## config.mk

```make
export PLATFORM = sky130hd
export DESIGN_NAME = fp_accumulator_flat
export DESIGN_NICKNAME = d
export VERILOG_FILES = /design/src/rtl/fp_pkg.sv /design/src/rtl/fp_accumulator_if.sv /design/src/rtl/fp_align.sv /design/src/rtl/fp_accumulator.sv /design/src/flat_wrapper.sv
export SDC_FILE = /design/constraint.sdc
export NUM_CORES = 1
export LEC_CHECK = 0
export ABC_AREA = 1
export CAP_MARGIN = 5
export CORE_ASPECT_RATIO = 0.6
export CORE_MARGIN = 10
export CORE_UTILIZATION = 40
export CTS_CLUSTER_DIAMETER = 100
export DETAILED_ROUTE_END_ITERATION = 8
export GPL_TIMING_DRIVEN = 0
export SLEW_MARGIN = 30
export SYNTH_ARGS = -nofsm -noshare
export SYNTH_HDL_FRONTEND = slang
export SYNTH_SLANG_ARGS = --single-unit
```

## constraint.sdc

```tcl
create_clock -name clk -period 7.5 [get_ports clk]
set_input_delay 1.125 -clock clk [delete_from_list [all_inputs] [get_ports clk]]
set_output_delay 1.125 -clock clk [all_outputs]
set_load 0.03 [all_outputs]
```

## src/rtl/fp_pkg.sv

```systemverilog
// Shared constants, state encoding and field layout for the single-precision accumulator.
package fp_pkg;

  localparam int unsigned EXP_W       = 8;
  localparam int unsigned FRAC_W      = 23;
  localparam int unsigned MAN_W       = FRAC_W + 1;        // mantissa with hidden 1
  localparam int unsigned SUM_W       = MAN_W + 1;         // mantissa plus carry bit
  localparam int unsigned XEXP_W      = EXP_W + 2;         // exponent with overflow headroom
  localparam int unsigned DATA_W      = 1 + EXP_W + FRAC_W;
  localparam int unsigned FP_BIAS     = 127;
  localparam int unsigned EXP_SAT     = 2 * FP_BIAS + 1;   // all-ones exponent
  localparam int unsigned SHIFT_CLAMP = 25;                // alignment shift that always yields 0

  localparam logic [DATA_W-1:0] FP_ZERO = '0;
  localparam logic [EXP_W-1:0]  EXP_MAX = EXP_W'(EXP_SAT);

  typedef enum logic [2:0] {
    ST_IDLE  = 3'd0,
    ST_ALIGN = 3'd1,
    ST_ADD   = 3'd2,
    ST_NORM  = 3'd3,
    ST_OUT   = 3'd4
  } state_t;

  typedef struct packed {
    logic              sign;
    logic [EXP_W-1:0]  exp;
    logic [FRAC_W-1:0] frac;
  } fp_t;

  // Saturated magnitude with the given sign.
  function automatic fp_t fp_sat(input logic sign);
    fp_t r;
    r.sign = sign;
    r.exp  = EXP_MAX;
    r.frac = '0;
    return r;
  endfunction

endpackage

```

## src/rtl/fp_accumulator_if.sv

```systemverilog
// Term stream in, sum stream out, both valid/ready.
interface fp_accumulator_if;
  import fp_pkg::*;

  logic              in_valid;
  logic              in_ready;
  logic [DATA_W-1:0] in_data;
  logic              in_last;
  logic              out_valid;
  logic              out_ready;
  logic [DATA_W-1:0] out_data;

  modport master (
    output in_valid, in_data, in_last, out_ready,
    input  in_ready, out_valid, out_data
  );

  modport slave (
    input  in_valid, in_data, in_last, out_ready,
    output in_ready, out_valid, out_data
  );

endinterface

```

## src/rtl/fp_align.sv

```systemverilog
// Unpack both operands, order them by magnitude and align the smaller mantissa.
module fp_align
  import fp_pkg::*;
(
  input  logic [DATA_W-1:0] i_acc,
  input  logic [DATA_W-1:0] i_opb,
  output logic              o_sign_a,
  output logic              o_sign_b,
  output logic [EXP_W-1:0]  o_exp,
  output logic [MAN_W-1:0]  o_man_a,
  output logic [MAN_W-1:0]  o_man_b
);

  fp_t              w_a;
  fp_t              w_b;
  logic             w_a_zero;
  logic             w_b_zero;
  logic [EXP_W-1:0] w_exp_a;
  logic [EXP_W-1:0] w_exp_b;
  logic [MAN_W-1:0] w_man_a;
  logic [MAN_W-1:0] w_man_b;
  logic             w_swap;
  logic [EXP_W-1:0] w_exp_small;
  logic [MAN_W-1:0] w_man_small;
  logic [EXP_W-1:0] w_diff;

  assign w_a = fp_t'(i_acc);
  assign w_b = fp_t'(i_opb);

  // A zero operand contributes no mantissa and borrows the other exponent so it never drives alignment.
  assign w_a_zero = (w_a.exp == '0);
  assign w_b_zero = (w_b.exp == '0);
  assign w_exp_a  = w_a_zero ? w_b.exp : w_a.exp;
  assign w_exp_b  = w_b_zero ? w_a.exp : w_b.exp;
  assign w_man_a  = w_a_zero ? '0 : {1'b1, w_a.frac};
  assign w_man_b  = w_b_zero ? '0 : {1'b1, w_b.frac};

  // Larger exponent goes to A; on a tie the larger mantissa so A - B is never negative.
  assign w_swap = (w_exp_b > w_exp_a) || ((w_exp_b == w_exp_a) && (w_man_b > w_man_a));

  assign o_sign_a    = w_swap ? w_b.sign : w_a.sign;
  assign o_sign_b    = w_swap ? w_a.sign : w_b.sign;
  assign o_exp       = w_swap ? w_exp_b  : w_exp_a;
  assign o_man_a     = w_swap ? w_man_b  : w_man_a;
  assign w_exp_small = w_swap ? w_exp_a  : w_exp_b;
  assign w_man_small = w_swap ? w_man_a  : w_man_b;

  assign w_diff  = o_exp - w_exp_small;
  assign o_man_b = (w_diff >= EXP_W'(SHIFT_CLAMP)) ? '0 : (w_man_small >> w_diff);

endmodule

```

## src/rtl/fp_accumulator.sv

```systemverilog
// Multi-cycle truncating single-precision accumulator: ALIGN, ADD, then iterative NORM per term.
module fp_accumulator
  import fp_pkg::*;
(
  input  logic             clk,
  input  logic             rst_n,
  fp_accumulator_if.slave  bus
);

  state_t              r_state;
  state_t              w_state_nxt;

  logic [DATA_W-1:0]   r_acc,      w_acc_nxt;
  logic [DATA_W-1:0]   r_opb,      w_opb_nxt;
  logic                r_last,     w_last_nxt;
  logic                r_sign_a,   w_sign_a_nxt;
  logic                r_sign_b,   w_sign_b_nxt;
  logic [XEXP_W-1:0]   r_exp,      w_exp_nxt;
  logic [MAN_W-1:0]    r_man_a,    w_man_a_nxt;
  logic [MAN_W-1:0]    r_man_b,    w_man_b_nxt;
  logic [SUM_W-1:0]    r_man,      w_man_nxt;
  logic                r_sign,     w_sign_nxt;
  logic                r_in_ready, w_in_ready_nxt;
  logic                r_out_valid, w_out_valid_nxt;

  logic                w_al_sign_a;
  logic                w_al_sign_b;
  logic [EXP_W-1:0]    w_al_exp;
  logic [MAN_W-1:0]    w_al_man_a;
  logic [MAN_W-1:0]    w_al_man_b;
  logic [XEXP_W-1:0]   w_exp_inc;
  logic                w_done;

  fp_align u_align (
    .i_acc    (r_acc),
    .i_opb    (r_opb),
    .o_sign_a (w_al_sign_a),
    .o_sign_b (w_al_sign_b),
    .o_exp    (w_al_exp),
    .o_man_a  (w_al_man_a),
    .o_man_b  (w_al_man_b)
  );

  assign w_exp_inc = r_exp + XEXP_W'(1);

  // State register.
  always_ff @(posedge clk or negedge rst_n) begin
    if (!rst_n) r_state <= ST_IDLE;
    else        r_state <= w_state_nxt;
  end

  // Next-state, datapath and registered-output decode.
  always_comb begin
    w_state_nxt  = r_state;
    w_acc_nxt    = r_acc;
    w_opb_nxt    = r_opb;
    w_last_nxt   = r_last;
    w_sign_a_nxt = r_sign_a;
    w_sign_b_nxt = r_sign_b;
    w_exp_nxt    = r_exp;
    w_man_a_nxt  = r_man_a;
    w_man_b_nxt  = r_man_b;
    w_man_nxt    = r_man;
    w_sign_nxt   = r_sign;
    w_done       = 1'b0;

    case (r_state)
      ST_IDLE: begin
        if (bus.in_valid && r_in_ready) begin
          w_opb_nxt   = bus.in_data;
          w_last_nxt  = bus.in_last;
          w_state_nxt = ST_ALIGN;
        end
      end

      ST_ALIGN: begin
        w_sign_a_nxt = w_al_sign_a;
        w_sign_b_nxt = w_al_sign_b;
        w_exp_nxt    = XEXP_W'(w_al_exp);
        w_man_a_nxt  = w_al_man_a;
        w_man_b_nxt  = w_al_man_b;
        w_state_nxt  = ST_ADD;
      end

      ST_ADD: begin
        if (r_sign_a == r_sign_b) w_man_nxt = {1'b0, r_man_a} + {1'b0, r_man_b};
        else                      w_man_nxt = {1'b0, r_man_a} - {1'b0, r_man_b};
        w_sign_nxt  = r_sign_a;
        w_state_nxt = ST_NORM;
      end

      ST_NORM: begin
        if (r_man == '0) begin
          w_acc_nxt = FP_ZERO;
          w_done    = 1'b1;
        end else if (r_man[SUM_W-1]) begin
          // Carry out: shift right with truncation, bump exponent, saturate on overflow.
          if (w_exp_inc >= XEXP_W'(EXP_SAT)) w_acc_nxt = fp_sat(r_sign);
          else w_acc_nxt = {r_sign, w_exp_inc[EXP_W-1:0], r_man[MAN_W-1:1]};
          w_done = 1'b1;
        end else if (r_man[MAN_W-1]) begin
          w_acc_nxt = {r_sign, r_exp[EXP_W-1:0], r_man[FRAC_W-1:0]};
          w_done    = 1'b1;
        end else if (r_exp <= XEXP_W'(1)) begin
          // Exponent would underflow before the leading one is found.
          w_acc_nxt = FP_ZERO;
          w_done    = 1'b1;
        end else begin
          w_man_nxt = r_man << 1;
          w_exp_nxt = r_exp - XEXP_W'(1);
        end
        if (w_done) w_state_nxt = r_last ? ST_OUT : ST_IDLE;
      end

      ST_OUT: begin
        if (r_out_valid && bus.out_ready) begin
          w_acc_nxt   = FP_ZERO;
          w_state_nxt = ST_IDLE;
        end
      end

      default: w_state_nxt = ST_IDLE;
    endcase

    w_in_ready_nxt  = (w_state_nxt == ST_IDLE);
    w_out_valid_nxt = (w_state_nxt == ST_OUT);
  end

  // Accumulator, working registers and handshake outputs.
  always_ff @(posedge clk or negedge rst_n) begin
    if (!rst_n) begin
      r_acc       <= FP_ZERO;
      r_opb       <= '0;
      r_last      <= 1'b0;
      r_sign_a    <= 1'b0;
      r_sign_b    <= 1'b0;
      r_exp       <= '0;
      r_man_a     <= '0;
      r_man_b     <= '0;
      r_man       <= '0;
      r_sign      <= 1'b0;
      r_in_ready  <= 1'b1;
      r_out_valid <= 1'b0;
    end else begin
      r_acc       <= w_acc_nxt;
      r_opb       <= w_opb_nxt;
      r_last      <= w_last_nxt;
      r_sign_a    <= w_sign_a_nxt;
      r_sign_b    <= w_sign_b_nxt;
      r_exp       <= w_exp_nxt;
      r_man_a     <= w_man_a_nxt;
      r_man_b     <= w_man_b_nxt;
      r_man       <= w_man_nxt;
      r_sign      <= w_sign_nxt;
      r_in_ready  <= w_in_ready_nxt;
      r_out_valid <= w_out_valid_nxt;
    end
  end

  assign bus.in_ready  = r_in_ready;
  assign bus.out_valid = r_out_valid;
  assign bus.out_data  = r_acc;

endmodule

```

## src/flat_wrapper.sv

```systemverilog
// flat-port wrapper written by rule: the top's interface ports become plain ports
module fp_accumulator_flat import fp_pkg::*;
  (clk, rst_n, bus_in_valid, bus_in_data, bus_in_last, bus_out_ready, bus_in_ready, bus_out_valid, bus_out_data);
  fp_accumulator_if bus_i ();
  input  logic clk;
  input  logic rst_n;
  input wire logic [$bits(bus_i.in_valid)-1:0] bus_in_valid;
  input wire logic [$bits(bus_i.in_data)-1:0] bus_in_data;
  input wire logic [$bits(bus_i.in_last)-1:0] bus_in_last;
  input wire logic [$bits(bus_i.out_ready)-1:0] bus_out_ready;
  output wire logic [$bits(bus_i.in_ready)-1:0] bus_in_ready;
  output wire logic [$bits(bus_i.out_valid)-1:0] bus_out_valid;
  output wire logic [$bits(bus_i.out_data)-1:0] bus_out_data;
  assign bus_i.in_valid = bus_in_valid;
  assign bus_i.in_data = bus_in_data;
  assign bus_i.in_last = bus_in_last;
  assign bus_i.out_ready = bus_out_ready;
  assign bus_in_ready = bus_i.in_ready;
  assign bus_out_valid = bus_i.out_valid;
  assign bus_out_data = bus_i.out_data;
  fp_accumulator u_core (.clk(clk), .rst_n(rst_n), .bus(bus_i));
endmodule
```

## Yosys cells after proc, flatten, opt, wreduce, memory -nomap -nowiden

Cells that the tools add are included.

- Flip-flop bits (word level): 156
- Latch bits: 0
- Bits in writable memories: 0
- Memory bits (read-only): 0
- Input port bits: 37
- Output and inout port bits: 34
- Word-level logic and storage cells: 96
- Memories kept: 0

- Add/subtract/negate cells: 5
- $mul: 0
- Div/mod/pow operators: 0
- $lt $le $gt $ge: 5
- Equal/unequal tests: 13
- Shifts and indexed selects: 1
- Muxes and demuxes: 39
- Bitwise operators: 0
- Reductions and logical operators: 18

Operator list:

| operator | number |
|---|---|
| 32-bit 2-to-1 mux | 5 |
| 24-bit 2-to-1 mux | 6 |
| 25-bit 2-to-1 mux | 4 |
| 32-bit one-hot mux with 2 select lines | 1 |
| 25-bit one-hot mux with 2 select lines | 1 |
| 10-bit 2-to-1 mux | 4 |
| 8-bit 2-to-1 mux | 4 |
| 31-bit 2-to-1 mux | 1 |
| 24-bit by 24-bit adder with 25-bit output | 1 |
| 25-bit logical NOT | 1 |
| 24-bit by 24-bit subtractor with 25-bit output | 1 |
| 24-bit greater-than comparator | 1 |
| 24-bit by 8-bit >> shifter with 24-bit output | 1 |
| 10-bit one-hot mux with 2 select lines | 1 |
| 8-bit logical NOT | 2 |
| 3-bit one-hot mux with 5 select lines | 1 |
| 3-bit 2-to-1 mux | 4 |
| 10-bit by 1-bit adder with 10-bit output, second input constant | 1 |
| 10-bit by 8-bit greater-or-equal comparator with 1-bit output, second input constant | 1 |
| 10-bit by 1-bit <= comparator with 1-bit output, second input constant | 1 |
| 5-bit AND reduction | 2 |
| 10-bit by 1-bit subtractor with 10-bit output, second input constant | 1 |
| 8-bit equality test | 1 |
| 8-bit by 5-bit greater-or-equal comparator with 1-bit output, second input constant | 1 |
| other kinds (16) | 34 |

## Depth between registers and ports, before layout

- Depth after elaboration: 9
- Gate-level depth with buffers: 39
- Gate-level depth less buffers: 37

## By module

Synthesis repeated with hierarchy kept, for this count alone.

- Cells, all modules: 2093
- Area, all modules: 13543.0 um2

Modules (own cells, without submodules):

| module | times used | cells an instance | area each (um2) | sequential area each (um2) |
|---|---|---|---|---|
| fp_accumulator | 1 | 1348 | 9880.7 | 3905.0 |
| fp_align | 1 | 745 | 3662.3 | 0.0 |

## Least setup slack after synthesis

Ideal clock, no wire load.

- Path type: reg-to-reg
- Start: register u_core.r_acc[25], in the netlist u_core.bus.out_data[25]
- End: register u_core.r_man_b[16]
- Setup time: 0.132 ns
- Arrival: 4.137 ns
- Required time: 7.368 ns
- Setup slack: 3.231 ns
- Stages on the path, launching flop included: 29
- Buffers on the path: 0
- Period minus slack after synthesis: 4.269 ns
- Cell sequence: dfrtp_1 -> inv_1 -> nand4_1 -> nor2_2 -> inv_2 -> nor2_1 -> nor2_1 -> ha_1 -> nand2_1 -> nor3_2 -> nand4_1 -> a21oi_1 -> nand2_2 -> nand2_2 -> nand2_1 -> nand3_1 -> ha_1 -> inv_1 -> nand2_1 -> nand2_1 -> nand3_1 -> xor2_2 -> inv_2 -> a311oi_1 -> nor2_1 -> nand3_2 -> nor2_4 -> inv_2 -> o22ai_1

- Longest elaborated chain between the ends: 9
- Elaborated cells on any way between the ends: 16
- Classes of those cells: add/sub: 1; order compare: 3; eq/ne: 1; shift: 1; mux: 7; reduce/logical: 3

RTL lines:

| item | line | RTL |
|---|---|---|
| start: declaration | fp_accumulator.sv:13 | `logic [DATA_W-1:0] r_acc, w_acc_nxt;` |
| start signal: assignment | fp_accumulator.sv:145 | `r_acc <= w_acc_nxt;` |
| 8-bit logical NOT | fp_align.sv:31 | `assign w_a_zero = (w_a.exp == '0);` |
| 24-bit 2-to-1 mux / 8-bit 2-to-1 mux (equally long branches) | fp_align.sv:35, fp_align.sv:33 |  |
| 24-bit greater-than comparator / 8-bit equality test (equally long branches) | fp_align.sv:39 | `assign w_swap = (w_exp_b > w_exp_a) \|\| ((w_exp_b == w_exp_a) && (w_man_b > w_man_a));` |
| 1-bit logical AND | fp_align.sv:39 |  |
| 1-bit logical OR | fp_align.sv:39 |  |
| 8-bit 2-to-1 mux, on equally long branches | fp_align.sv:43, fp_align.sv:45 |  |
| 8-bit subtractor | fp_align.sv:48 | `assign w_diff = o_exp - w_exp_small;` |
| 24-bit by 8-bit >> shifter with 24-bit output / 8-bit by 5-bit greater-or-equal comparator with 1-bit output (equally long branches) | fp_align.sv:49 | `assign o_man_b = (w_diff >= EXP_W'(SHIFT_CLAMP)) ? '0 : (w_man_small >> w_diff);` |
| 24-bit 2-to-1 mux * | fp_align.sv:49 |  |
| end signal: assignment | fp_accumulator.sv:152 | `r_man_b <= w_man_b_nxt;` |
| end: declaration | fp_accumulator.sv:20 | `logic [MAN_W-1:0] r_man_b, w_man_b_nxt;` |

Mark *: on every way between the ends. The rest lies on a longest branch, timed or not.
A chain may end at the register's enable or synchronous reset.

## Final worst setup path

- Start: register u_core.r_acc[28], in the netlist u_core.bus.out_data[28]
- End: register u_core.r_man_b[13]

The elaborated chain is that of the path after synthesis.

==> results.cfg <==
[outcome]
outcome = completed

[timing]
final-hold-violation-count = 0
finalSetupViolCount = 0
max-slew-margin-rel = 0.3999
worstMarginPinSlew_ns = 0.9001
fin_hold_ws_ns = 0.5028
timing.clock.skew_ns = 0.01777
fin_ws_ns = 1.562
finalCritPeriodShare = 0.7917
drv_slew = 0
fin_crit_ns = 5.938
grt_setup_unrepaired = false
max_freq_mhz = 168.4

[clock_network]
cts_max_path_buffers = 2
post-cts-setup-buffers = 0
clk_root_buffer_cell = sky130_fd_sc_hd__clkbuf_16
cts_resized = 0
h_tree_level_count = 4
clkLatencyLatePin_ns = 0.46
hold_fix_buffer_count_after_cts = 0
sink_count = 156
worst_setup_hold_path_clk_slew_ns = 0.07
numCtsBuffers = 17
tritoncts = yes

[synthesis]
yosysUniqueCellTypes = 54
synth_fp_nets = 1809
syn_area_cell_um2 = 6.853
ffs_w_async_s_r_synth = 1.000
synthesis.instances = 1709
yosysTopAreaCellShare = 0.3312
ys_seq_area_frac = 0.3334
synth_register_bits = 156
synthesis.yosys.warnings = 0
synth_enable_flop_cells = 0
netlist_area_um2 = 11710
dominantRegCellSynth = sky130_fd_sc_hd__dfrtp_1
synth_area_leaders = sky130_fd_sc_hd__dfrtp_1 (33%), sky130_fd_sc_hd__nand2_1 (14%), sky130_fd_sc_hd__o21ai_0 (7.1%), sky130_fd_sc_hd__nand3_1 (6.8%), sky130_fd_sc_hd__ha_1 (6.6%)
synth_top_cell_by_area = sky130_fd_sc_hd__dfrtp_1

[finish]
finalNetCount = 1900
final.fill_count = 2982
antenna_cells_inserted = 0
layout.cells.most_common_list = sky130_fd_sc_hd__nand2_1 (427), sky130_fd_sc_hd__inv_1 (169), sky130_fd_sc_hd__o21ai_0 (165)
area.sequential_um2 = 3905
drive_above_1_share = 0.04688
leading_cell_type_in_the_layout_fill_and_taps_excluded = sky130_fd_sc_hd__nand2_1
multi_input_logic_area_um2 = 6827
area_growth_pct = 15.71

[routing]
final_antenna_net_count = 0
wire_per_inst_um = 20.42
vias_per_cell = 5.763
num_vias = 12609
firstDrtPassIters = 6
first_drt_iteration_drcs = 1710
detail_route.drc_violations = 0
wirelength_um = 44670

[min_path]
worst_hold_startpoint = u_core.r_man_a[17]$_DFFE_PN0P_
whs_path_depth = 2
whs_endpoint = u_core.r_man_a[17]$_DFFE_PN0P_
hold_path_class = reg -> reg

[worst_setup_path]
endpoint_kind = flip-flop
crit_path_start_kind = flip-flop
worst_path_largest_cell_delay_ns = 0.65
reg_to_reg_critical_path_startpoint = u_core.bus.out_data[28]$_DFFE_PN0P_
slowest_library_cell_on_the_worst_path = sky130_fd_sc_hd__xor2_2
worst_ep_arrival_time_ns = 6.25
crit_type = reg -> reg
crit-reg2reg-capture = u_core.r_man_b[13]$_DFFE_PN0P_
reg2regPathDepth = 27
rrSetupSlack_ns = 1.56
crit_path_frequent_cell = sky130_fd_sc_hd__nand2_1
worst-endpoint-required_ns = 7.82
critical_path_peak_fanout = 10

[run]
cap_viol_max_count = 0

[floorplanning]
design.core.area_um2 = 28770
row_count = 48
initial_core_util = 0.4071
floorplan.die_area_um2 = 36750
die_h_um = 152.5
floorplan.io_pins = 71
die-width_um = 240.9

[placed_design]
io_buffers = 70
place_hpwl_um = 35820
placement.setup.worst_slack_ns = 1.769
globalplace.congestion = 1.010

[grt]
grt_first_pass_wirelength_um = 67670
grt_overflow = 0
grt_antenna_before_repair = 1
groute.usage.overall = 0.2403
pin_count_of_the_biggest_net_entering_global_routing = 73
vias_in_the_first_global_route = 11501
==> worst max-delay path by stage <==
stage,to,start,cells after the start
global route,u_core.r_man_b[13]$_DFFE_PN0P_,u_core.bus.out_data[28]$_DFFE_PN0P_,28
detailed placement,u_core.r_man_b[13]$_DFFE_PN0P_,u_core.bus.out_data[28]$_DFFE_PN0P_,28
CTS,u_core.r_man_b[13]$_DFFE_PN0P_,u_core.bus.out_data[28]$_DFFE_PN0P_,28
finish,u_core.r_man_b[13]$_DFFE_PN0P_,u_core.bus.out_data[28]$_DFFE_PN0P_,27
floorplan,u_core.r_man_b[16]$_DFFE_PN0P_,u_core.bus.out_data[25]$_DFFE_PN0P_,28
global placement,u_core.r_opb[13]$_DFFE_PN0P_,rst_n,1
==> worst max-delay path, delay by kind of cell, from the launching register on <==
family / cells / cell delay, ns
compound gates: 2 / 0.52
xor+xnor: 1 / 0.65
fa+ha+maj: 2 / 0.60
buf+inv: 4 / 0.62
flops: 1 / 0.47
simple gates: 18 / 2.93
==> metrics by stage <==
step / std cells / util / area [um^2] / setup TNS [ns]
floorplan: 1709 / - / 11710 / 0
global placement: 2154 / 0.4478 / 12880 / -215.03
detailed placement: 2156 / 0.4499 / 12940 / 0
CTS: 2188 / 0.4705 / 13540 / 0
global route: 2188 / 0.4710 / 13550 / 0
finish: 2188 / 0.4710 / 13550 / 0
==> cell families (layout without fill, tap and decap cells) <==
logic type,after synthesis,in the layout,synth area share
compound gates,390,390,0.1832
fa+ha+maj,63,63,0.06795
xor+xnor,39,39,0.02981
flops,156,156,0.3334
simple gates,789,789,0.2881
buf+inv,259,363,0.08494
mux,13,13,0.01250
==> state kept, by name, summed over array words and instances, names as in the netlist <==
signal                flops
u_core.bus.in_ready       1
u_core.bus.out_data      32
u_core.bus.out_valid      1
u_core.r_exp             10
u_core.r_last             1
u_core.r_man             25
u_core.r_man_a           24
u_core.r_man_b           24
u_core.r_opb             32
u_core.r_sign             1
u_core.r_sign_a           1
u_core.r_sign_b           1
u_core.r_state            3
==> metal layers <==
metal  share of wire  vias up  GRT usage
met5               0        -          0
met3            0.13       36    0.08436
met2            0.37      666     0.3037
met4           0.012        0    0.04623
li1                -     5941          -
met1            0.49     5966     0.3738
==> synth_stat cells, types with 13 or more instances <==
library cell,count
sky130_fd_sc_hd__o21ai_0,165
sky130_fd_sc_hd__nand4_1,36
sky130_fd_sc_hd__xor2_1,26
sky130_fd_sc_hd__mux2_2,13
sky130_fd_sc_hd__dfrtp_1,155
sky130_fd_sc_hd__o22ai_1,19
sky130_fd_sc_hd__nor3_1,23
sky130_fd_sc_hd__nor2_1,114
sky130_fd_sc_hd__clkbuf_1,62
sky130_fd_sc_hd__a22oi_1,15
sky130_fd_sc_hd__a21oi_1,139
sky130_fd_sc_hd__nand2_1,427
sky130_fd_sc_hd__ha_1,62
sky130_fd_sc_hd__nand3_1,159
sky130_fd_sc_hd__inv_1,169
==> area by class of cell <==
cell class / count / area share
Sequential cell: 156 / 0.2882
Clock buffer: 22 / 0.03426
Timing Repair Buffer: 72 / 0.05614
Buffer: 81 / 0.02410
Tap cell: 375 / 0.03463
Inverter: 178 / 0.04931
Multi-Input combinational cell: 1294 / 0.5038
Clock inverter: 10 / 0.009603
Power is not shown: default switching activity piles up to over one toggle a cycle in this logic, so the estimate is an artifact.
==> edit 1 (same flow settings) <==
`r_opb` no longer has a reset.
--- a/src/rtl/fp_accumulator.sv
+++ b/src/rtl/fp_accumulator.sv
@@ -131,5 +131,4 @@
     if (!rst_n) begin
       r_acc       <= FP_ZERO;
-      r_opb       <= '0;
       r_last      <= 1'b0;
       r_sign_a    <= 1'b0;
@@ -144,5 +143,4 @@
     end else begin
       r_acc       <= w_acc_nxt;
-      r_opb       <= w_opb_nxt;
       r_last      <= w_last_nxt;
       r_sign_a    <= w_sign_a_nxt;
@@ -158,4 +156,8 @@
   end
 
+  always_ff @(posedge clk) begin
+    r_opb <= w_opb_nxt;
+  end
+
   assign bus.in_ready  = r_in_ready;
   assign bus.out_valid = r_out_valid;
Formal check against the unedited RTL: same outputs for any inputs over 4 cycles, from zero or initial values and one cycle with rst_n low; that may be too few to reach the edited logic, so the function may still have changed.
==> edit 1 against the original RTL <==
Synthesized cell count shrank 5.4%. Area after synthesis shrank 1.2%. Clock skew grew 1.8 ps. Highest routed layer unchanged. Routed wire length shrank 1.2%. Fmax grew 2.4%. Worst setup slack gained 140 ps. Design area shrank 0.79%. Critical endpoint is now u_core.r_man_b[6]$_DFFE_PN0P_. Sequential cell count is the same. Largest cell class unchanged.
Power is not shown: default switching activity piles up to over one toggle a cycle in this logic, so the estimate is an artifact.
==> edit 1: results (changes against the original RTL) <==
- Status: completed (unchanged).
- Number of DRC violations after detailed-routing iteration 0: 1494 (was 1710)
- The layout filler cell count is 2969 (was 2982).
- Final setup violating endpoints: 0 (unchanged)
- Top post-synthesis cells by area: sky130_fd_sc_hd__dfrtp_1, sky130_fd_sc_hd__nand2_1, sky130_fd_sc_hd__edfxtp_1, sky130_fd_sc_hd__ha_1, sky130_fd_sc_hd__nand3_1 (was sky130_fd_sc_hd__dfrtp_1, sky130_fd_sc_hd__nand2_1, sky130_fd_sc_hd__o21ai_0, sky130_fd_sc_hd__nand3_1, sky130_fd_sc_hd__ha_1)
- The post-CTS setup repair buffer count came to 0 (unchanged).
- Proportion of synthesized chip area in sequential cells: 35.1% (was 33.3%)
- The final RePlAce weighted congestion came to 0.963 (was 1.01).
- The insertion delay of the later-clocked pin in the worst-skew pair was 460 ps (about the same).
- The cell class contributing the biggest share of worst-path delay was simple AND/OR/NAND/NOR gates (unchanged).
- The cell with the largest stage delay on the worst path is sky130_fd_sc_hd__edfxtp_1 (was sky130_fd_sc_hd__xor2_2).
- The worst stage delay on the critical path came to 490 ps (was 650 ps).
- WL per Instance: 21.1 microns (was 20.4 microns)
* Clock buffer count from CTS: 17 (unchanged)
- The count of buffers inserted at the top-level ports was 70 (unchanged).
- Number of enable flip-flop cells after synthesis: 32 (was 0)
- The clock-pin slew of the registers on the worst-case setup and hold paths is 70 ps (about the same).
* Pin count of the biggest net entering global routing: 77 (was 73)
* Detailed-routing iteration count for the pre-antenna-repair pass: 6 (unchanged)
- The number of antenna violations at the first check in global routing was 0 (was 1).
- Ranking of synthesized cells by instance count: sky130_fd_sc_hd__nand2_1, sky130_fd_sc_hd__nor2_1, sky130_fd_sc_hd__inv_1 (was sky130_fd_sc_hd__nand2_1, sky130_fd_sc_hd__inv_1, sky130_fd_sc_hd__o21ai_0)
* Worst-margin pin slew: 896 ps (was 900 ps)
- The Yosys warning count came to 0 (unchanged).
* Wire length of the first global-routing pass: 66.0 mm (was 67.7 mm)
* Post-Syn Nets: 1717 (was 1809)
- Post-DP HPWL: 35.6 mm (was 35.8 mm)
* Maximum number of buffers from clock root to sink: 2 (unchanged)
- The overall fraction of global-route tracks in use is 24.4% (was 24.0%).
- The via count of the first global-routing pass came to 10700 (was 11500).
- Root buffer cell: sky130_fd_sc_hd__clkbuf_16 (unchanged)
- The proportion of layout cells with a drive suffix above 1 was 5.11% (was 4.69%).
* H-tree levels: 4 (unchanged)
- The async set or reset register ratio after synthesis was 79.5% (was 100%).
* Overall via count from detail_route: 12000 (was 12600)
- Antenna diode count: 0 (unchanged)
- Yosys cell types: 51 (was 54)
- Crit-path max FO: 10 (unchanged)
- The layout net count came to 1808 (was 1900).
- The worst-case clock skew was 19.5 ps (was 17.8 ps).
-- edit 1: cell count changes in the layout (fill, tap and decap cells not counted), sizes merged, moves of 18 or more --
cell	delta
o21ai	-64
nor2	+64
o32ai	+22
edfxtp	+32
dfrtp	-32
a21oi	-24
nand2	-89
clkbuf	-18
-- edit 1: routing by layer --
layer | up-vias | share of wire (%) | GRT usage (%)
li1 | 5683 | - | -
met1 | 5744 | 50 | 38.3
met2 | 531 | 37 | 31.6
met3 | 39 | 11 | 6.94
met4 | 0 | 1.4 | 4.85
met5 | - | 0 | 0
-- edit 1: final timing paths --
path	from	slack (ps)	endpoint	cells after the start
max	u_core.r_opb[30]$_DFFE_PP_	1700	u_core.r_man_b[6]$_DFFE_PN0P_	31
min	u_core.r_man_a[19]$_DFFE_PN0P_	500	u_core.r_man_a[19]$_DFFE_PN0P_	1
max reg2reg	u_core.r_opb[30]$_DFFE_PP_	1700	u_core.r_man_b[6]$_DFFE_PN0P_	31
min reg2reg	u_core.r_man_a[19]$_DFFE_PN0P_	500	u_core.r_man_a[19]$_DFFE_PN0P_	1
max in group asynchronous	rst_n	6180	u_core.r_man_a[5]$_DFFE_PN0P_	2
min in group asynchronous	rst_n	640	u_core.r_man[14]$_DFFE_PN0P_	1
-- edit 1: area by class of cell --
class	instances	area share [%]
flip-flops and latches	156	30.2
inverters	180	5.03
repair buffers	72	5.60
clock inverters	15	1.69
multi-input cells	1207	48.4
clock buffers	17	3.16
plain buffers	74	2.35
well taps	375	3.49
-- edit 1: kinds of logic after synthesis --
logic type,after synthesis,share of synthesized area [%]
and+or+nand+nor,778,29.6
xor gates and xnor gates,39,3.02
buffers and inverters,254,8.57
adders and majority gates,63,6.88
AOI/OAI and AO/OA,327,16.8
DFF,156,35.1
-- edit 1: worst reg2reg max path: cells and delay by family, from the launching register on --
family	cells	cell delay, ps
buffers and inverters	6	2210
AND/OR/NAND/NOR	23	2390
adder cells (fa/ha/maj)	2	630
flip-flops	1	490
-- edit 1: per-stage QoR --
stage | utilization (%) | setup slack [ps] | hold slack, ps | std cells | instance area, sq um
floorplan | - | 3310 | 454 | 1617 | 11600
global placement | 44.5 | 201 | 475 | 2062 | 12700
detailed placement | 44.6 | 1850 | 488 | 2064 | 12800
CTS | 46.9 | 1870 | 505 | 2096 | 13400
global route | 46.9 | 1340 | 518 | 2096 | 13400
finish | 46.9 | 1700 | 502 | 2096 | 13400
==> edit 2 (same settings) <==
Made on the original files. `FRAC_W`: 23 -> 19.
--- a/src/rtl/fp_pkg.sv
+++ b/src/rtl/fp_pkg.sv
@@ -3,5 +3,5 @@
 
   localparam int unsigned EXP_W       = 8;
-  localparam int unsigned FRAC_W      = 23;
+  localparam int unsigned FRAC_W      = 19;
   localparam int unsigned MAN_W       = FRAC_W + 1;        // mantissa with hidden 1
   localparam int unsigned SUM_W       = MAN_W + 1;         // mantissa plus carry bit
Interface: changed (resized bus_in_data and bus_out_data); port bits go from 71 to 63. No check against the original RTL was run, so the function may have changed too.
==> edit 2 against the original RTL <==
Worst setup slack better by 400 ps. Sequential cell count fell by 20. Area after synthesis down 13%. Die area shrank 12%. Count of clock-buffer cells in the layout decreased by 1. Design area down 13%. Routed wire length down 16%.
Power is not shown: default switching activity piles up to over one toggle a cycle in this logic, so the estimate is an artifact.
==> edit 2: results (changes against the original RTL) <==
* Status: completed (unchanged)
- The clock buffer count in the final layout came to 21 (was 22).
* Multi-In Gates: 1107 (was 1294)
- The number of buffers outside the clock class in the layout is 130 (was 153).
* Synthesized area divided by synthesized cell count: 6.90 sq um (was 6.85 sq um)
* Seq/total area: 28.9% (was 28.8%)
* Compound-gate portion of the synthesized area: 17.3% (was 18.3%)
- Critical path launch point: u_core.bus.out_data[26]$_DFFE_PN0P_ (was u_core.bus.out_data[28]$_DFFE_PN0P_)
- Non-Clock Buffer Area Fraction: 8.01% (was 8.02%)
* Ranking of synthesized cells by instance count: sky130_fd_sc_hd__nand2_1, sky130_fd_sc_hd__o21ai_0, sky130_fd_sc_hd__inv_1 (was sky130_fd_sc_hd__nand2_1, sky130_fd_sc_hd__inv_1, sky130_fd_sc_hd__o21ai_0)
- NumNets Final: 1641 (was 1900)
- The terminating pin of the worst hold path is u_core.r_opb[12]$_DFFE_PN0P_ (was u_core.r_man_a[17]$_DFFE_PN0P_).
- The area occupied by registers is 3400 sq um (was 3910 sq um).
* Wire length of the first global-routing pass: 57.3 mm (was 67.7 mm)
* Overall via count from detail_route: 10600 (was 12600)
* Number of global-route vias before repair: 9694 (was 11500)
- Clk_skew: 13.9 ps (was 17.8 ps)
- Fill cell instance count of the final layout: 2491 (was 2982)
- Post-DP HPWL: 29.8 mm (was 35.8 mm)
- The relative area of clock buffers and inverters in the final design was 5.01% (was 4.39%).
- Worst hold slack across all endpoints: 476 ps (was 503 ps)
* Capturing instance or port of the critical path: u_core.r_man_b[3]$_DFFE_PN0P_ (was u_core.r_man_b[13]$_DFFE_PN0P_)
* Placer congestion estimate: 0.941 (was 1.01)
- Area post-placement: 11200 sq um (was 12900 sq um)
- The number of antenna violations at the first check in global routing is 0 (was 1).
* Top post-synthesis cells by area: sky130_fd_sc_hd__dfrtp_1, sky130_fd_sc_hd__nand2_1, sky130_fd_sc_hd__o21ai_0, sky130_fd_sc_hd__nand3_1, sky130_fd_sc_hd__ha_1 (unchanged)
## edit 2: cell count changes after synthesis, moves of 8 or more
cell / change
sky130_fd_sc_hd__inv_1: -15
sky130_fd_sc_hd__nand3_1: -21
sky130_fd_sc_hd__a21oi_1: -54
sky130_fd_sc_hd__nand4_1: -9
sky130_fd_sc_hd__o22ai_1: -9
sky130_fd_sc_hd__ha_1: -8
sky130_fd_sc_hd__nor2_1: -9
sky130_fd_sc_hd__nand2_2: +10
sky130_fd_sc_hd__nand2_1: -57
sky130_fd_sc_hd__clkbuf_1: -15
sky130_fd_sc_hd__dfrtp_1: -20
sky130_fd_sc_hd__mux2_2: -13
## edit 2: layer usage
metal  GRT usage, %  wire length (microns)  up-vias
met1           36.7                  19100     4982
met3           7.55                   4560       28
met5              0                      0        -
met4           5.10                    424        0
li1               -                      -     5078
met2           29.1                  13500      529
